File: config.mk
export PLATFORM = sky130hd
export DESIGN_NAME = alu_secuenciador_operandos
export DESIGN_NICKNAME = d
export VERILOG_FILES = /design/src/rtl/alu_secuenciador_operandos.sv
export SDC_FILE = /design/constraint.sdc
export NUM_CORES = 1
export LEC_CHECK = 0
export CAP_MARGIN = 20
export CELL_PAD_IN_SITES_DETAIL_PLACEMENT = 1
export CELL_PAD_IN_SITES_GLOBAL_PLACEMENT = 1
export CORE_AREA = 2 2 64 51
export CTS_CLUSTER_SIZE = 16
export DETAILED_ROUTE_END_ITERATION = 16
export DIE_AREA = 0 0 66 53
export GPL_ROUTABILITY_DRIVEN = 0
export HOLD_SLACK_MARGIN = 0.12
export MAX_ROUTING_LAYER = met4
export PLACE_DENSITY_LB_ADDON = 0.15
export SLEW_MARGIN = 30
export SYNTH_ARGS = -nofsm -noshare
export SYNTH_HDL_FRONTEND = slang
export SYNTH_SLANG_ARGS = --single-unit
File: constraint.sdc
create_clock -name clk -period 2.3 [get_ports clk]
set_input_delay 0.46 -clock clk [delete_from_list [all_inputs] [get_ports clk]]
set_output_delay 0.46 -clock clk [all_outputs]
set_load 0.03 [all_outputs]
File: src/rtl/alu_secuenciador_operandos.sv
// -----------------------------------------------------------------------------
// alu_secuenciador_operandos
//
// Front-end sequencer for the lab ALU. Operand A, operand B and the opcode are
// taken one at a time from the board switches. Each one is qualified by a
// rising edge of the load button. The three values are then presented to the
// combinational ALU for a single execute cycle. The ALU result and zero flag
// are registered on the closing edge of that cycle so they can be displayed.
//
// Parameters
//   M  operand/result width in bits (M >= 1)
//   N  opcode width in bits
//
// Ports
//   clk             in   system clock, rising edge
//   rst_n           in   asynchronous active-low reset
//   dato_entrada    in   [M] switch value to be loaded
//   boton_cargar    in   load button (level, debounced/synchronized)
//   boton_cancelar  in   abort button (level, debounced/synchronized)
//   resultado_alu   in   [M] result returned by the ALU
//   cero_alu        in   zero flag returned by the ALU
//   expresionA      out  [M] operand A driven to the ALU
//   expresionB      out  [M] operand B driven to the ALU
//   operacion       out  [N] opcode driven to the ALU
//   valido          out  high exactly during the execute cycle
//   resultado_reg   out  [M] captured ALU result
//   cero_reg        out  captured ALU zero flag
//   estado          out  [3] current state code (for LEDs)
// -----------------------------------------------------------------------------
module alu_secuenciador_operandos #(
    parameter int M = 4,
    parameter int N = 4
) (
    input  logic         clk,
    input  logic         rst_n,
    input  logic [M-1:0] dato_entrada,
    input  logic         boton_cargar,
    input  logic         boton_cancelar,
    input  logic [M-1:0] resultado_alu,
    input  logic         cero_alu,
    output logic [M-1:0] expresionA,
    output logic [M-1:0] expresionB,
    output logic [N-1:0] operacion,
    output logic         valido,
    output logic [M-1:0] resultado_reg,
    output logic         cero_reg,
    output logic [2:0]   estado
);

    typedef enum logic [2:0] {
        CARGA_A  = 3'd0,
        CARGA_B  = 3'd1,
        CARGA_OP = 3'd2,
        EJECUTA  = 3'd3,
        MUESTRA  = 3'd4
    } estado_t;

    estado_t estado_actual;
    estado_t estado_sig;

    logic prev_cargar;
    logic prev_cancelar;
    logic carga;
    logic cancela;

    logic carga_a;
    logic carga_b;
    logic carga_op;
    logic captura;

    // Opcode comes from the M-bit switch bank: drop high bits when M > N,
    // zero-extend when M < N. Padding to M+N bits covers both cases.
    function automatic logic [N-1:0] ajusta_opcode(input logic [M-1:0] valor);
        logic [M+N-1:0] extendido;
        extendido = {{N{1'b0}}, valor};
        return extendido[N-1:0];
    endfunction

    // One-cycle events on button rising edges. History resets to 1 so that a
    // button already held when reset is released does not count as a press.
    assign carga   = boton_cargar   & ~prev_cargar;
    assign cancela = boton_cancelar & ~prev_cancelar;

    always_ff @(posedge clk or negedge rst_n) begin
        if (!rst_n) begin
            prev_cargar   <= 1'b1;
            prev_cancelar <= 1'b1;
        end else begin
            prev_cargar   <= boton_cargar;
            prev_cancelar <= boton_cancelar;
        end
    end

    always_ff @(posedge clk or negedge rst_n) begin
        if (!rst_n) begin
            estado_actual <= CARGA_A;
        end else begin
            estado_actual <= estado_sig;
        end
    end

    // Next state and register write enables. Cancel beats a simultaneous
    // load everywhere except EJECUTA, which always completes.
    always_comb begin
        estado_sig = estado_actual;
        carga_a    = 1'b0;
        carga_b    = 1'b0;
        carga_op   = 1'b0;
        captura    = 1'b0;
        case (estado_actual)
            CARGA_A: begin
                if (cancela) begin
                    estado_sig = CARGA_A;
                end else if (carga) begin
                    carga_a    = 1'b1;
                    estado_sig = CARGA_B;
                end
            end
            CARGA_B: begin
                if (cancela) begin
                    estado_sig = CARGA_A;
                end else if (carga) begin
                    carga_b    = 1'b1;
                    estado_sig = CARGA_OP;
                end
            end
            CARGA_OP: begin
                if (cancela) begin
                    estado_sig = CARGA_A;
                end else if (carga) begin
                    carga_op   = 1'b1;
                    estado_sig = EJECUTA;
                end
            end
            EJECUTA: begin
                captura    = 1'b1;
                estado_sig = MUESTRA;
            end
            MUESTRA: begin
                if (cancela || carga) begin
                    estado_sig = CARGA_A;
                end
            end
            default: begin
                estado_sig = CARGA_A;
            end
        endcase
    end

    always_ff @(posedge clk or negedge rst_n) begin
        if (!rst_n) begin
            expresionA    <= '0;
            expresionB    <= '0;
            operacion     <= '0;
            resultado_reg <= '0;
            cero_reg      <= 1'b0;
        end else begin
            if (carga_a) begin
                expresionA <= dato_entrada;
            end
            if (carga_b) begin
                expresionB <= dato_entrada;
            end
            if (carga_op) begin
                operacion <= ajusta_opcode(dato_entrada);
            end
            if (captura) begin
                resultado_reg <= resultado_alu;
                cero_reg      <= cero_alu;
            end
        end
    end

    assign valido = (estado_actual == EJECUTA);
    assign estado = estado_actual;

endmodule

==> reports/metrics.cfg, run 1 <==
[timing]
fin_crit_sh_pct = 92.13
finalSetupTns_ns = 0
setup_viol = 0
worst_hold_slack_ns = 0.5074
tightest_slew_ns = 0.3286
slew_violations = 0
min_period_ns = 2.119
rsz0062_at_grt = no
clock_skew_ns = 0.003150
max_freq_mhz = 471.9
relSlewSlack_pct = 78.02
hold_violations = 0

[detailed_routing]
drtIter0Drc = 6
vias = 613
first_pass_iters = 4
wl_per_cell_um = 13.47
remaining_drc_errors = 0
vias_per_cell = 4.410
ant_nets = 0
drt_wl_total_um = 1873

[critical_path]
worst_setup_path_end_kind = primary output
required_ns = 1.84
path_delay_family = buffers and inverters
cp_data_arrival_time_ns = 1.66
cp-start-kind = flip-flop
cp_max_fo = 7
cp_slowest_stage_delay_ns = 0.67
path_cells = nand3b_1 -> inv_1 -> clkdlybuf4s50_1
cp.buffers_inverters = 2
critPathKind = reg -> out
crit_path_top_delay_cell = clkdlybuf4s50_1

[global_routing]
gr-total-overflow = 0
grt_pass1_vias = 647
grt_start_max_net_pins = 23
grt_pass1_wl_um = 3215
antenna_found_initial = 0
track_usage_pct = 13.18

[cts]
cts_hold_buffers = 0
cts_buffers = 3
path_clk_slew_ns = 0.08
cts.htree.levels = 1
clock_path_buffers = 2
cts.root.buffer_cell = clkbuf_8
tritoncts = built
cts-resized-gates = 0
post_cts_buffers = 0
cts.sinks = 22
clkLatencyLatePin_ns = 0.26

[placement]
port_buffers = 33
dp.cells = 135
post-dp-hpwl_um = 1381

[die]
ioPinCount = 34
core_um2 = 2850
num_rows = 17
die_h_um = 53
dieArea_um2 = 3498
die_x_um = 66
start_util_pct = 31.39

[pwr]
ir_drop_v = 0.0005917
p_leak_uw = 0.0005906
powerDensity_nw_per_um2 = 1342

[layout]
stdcell_count = 139
antenna-diode-count = 0
n_fill_cell = 293
fin_nets = 115
final_common_cell = clkdlybuf4s50_1
most-common-layout-cells = 33 x clkdlybuf4s50_1, 20 x dfrtp_1, 14 x mux2_2
syn_to_final_growth_pct = 53.57
drive_gt1_share_pct = 32.67

[yosys]
synth_area_um2 = 894.6
syn_nets = 70
netlist_instances = 57
ys_warn_count = 0
syn_area_per_cell_um2 = 15.69
ys_seq_elements = 22
ys_seq_area_share_pct = 61.82
ys_types = 16

[run]
drv_cap = 0

[status]
status = finished, final reports clean

[worst_hold_path]
hp-class = reg -> reg

==> worst paths after layout <==
| path | from | end | slack, ns | cells after the start |
|---|---|---|---|---|
| min in group asynchronous | rst_n | expresionA[2] | 0.54 | 2 |
| max | estado[2] | valido | 0.18 | 3 |
| max in group asynchronous | rst_n | prev_cancelar | 1.47 | 2 |
| min reg2reg | resultado_reg[1] | resultado_reg[1] | 0.51 | 1 |
| max reg2reg | estado[0] | operacion[3] | 0.40 | 3 |
| min | resultado_reg[1] | resultado_reg[1] | 0.51 | 1 |
==> cells by family after synthesis <==
| kind of cell | after synthesis | share of synthesized area [%] |
|---|---|---|
| DFF | 22 | 61.82 |
| muxes | 19 | 25.45 |
| and+or+nand+nor | 13 | 10.91 |
| buffers and inverters | 2 | 0.8384 |
| AOI/OAI and AO/OA | 1 | 0.9792 |
==> synthesized netlist by cell type (all sizes together) <==
cell    count  area [µm²]
nor3b       1       7.510
mux2       18       217.7
or3b        1       11.26
nor4b       1       15.01
dfstp       2       52.55
nor2b       2       12.51
o41ai       1       8.760
or4b        1       10.01
nor3        3       15.01
mux2i       1       10.01
inv         1       3.750
dfrtp      20       500.5
nand3b      1       7.510
clkbuf      1       3.750
nand2b      3       18.77
==> power breakdown <==
group	internal (µW)	total [µW]	switching [µW]
clock	123	240	117
combinational	466	954	489
sequential	551	650	98.2
==> per-layer routing <==
metal  vias up  track usage, %  part of all wire [%]
met5         -               -                     0
met4         0           3.061                     0
met3         0           5.745                   8.1
met2        20           18.01                    43
met1       302           18.01                    49
li1        291               -                     -
==> layout make-up <==
class                           count  area [µm²]  area share [%]
Sequential cell                    22       553.0           40.25
Timing Repair Buffer               41       390.4           28.42
Multi-Input combinational cell     33       334.1           24.32
Tap cell                           38       47.55           3.461
Clock buffer                        4       45.04           3.279
Inverter                            1       3.754          0.2732
==> through the flow <==
step	setup WS [ns]	utilization, %	instance area [µm²]	total power [µW]
2_1_floorplan	0.3492	-	894.6	1189
3_3_place_gp	0.03559	46.62	1329	1605
3_5_place_dp	0.03394	46.62	1329	1615
4_1_cts	0.1627	48.20	1374	1871
5_1_grt	0.09748	48.20	1374	1953
6_report	0.1810	48.20	1374	1844
Note: power is estimated with default switching activity, not from simulation.
==> run 2, diff against run 1 <==
--- a/config.mk
+++ b/config.mk
@@ -9,6 +9,7 @@
 export CELL_PAD_IN_SITES_DETAIL_PLACEMENT = 1
 export CELL_PAD_IN_SITES_GLOBAL_PLACEMENT = 1
 export CORE_AREA = 2 2 64 51
+export CTS_CLUSTER_DIAMETER = 150
 export CTS_CLUSTER_SIZE = 16
 export DETAILED_ROUTE_END_ITERATION = 16
 export DIE_AREA = 0 0 66 53
==> results of run 2 <==
No change in the layout: final DEF, timing and power equal those of run 1.
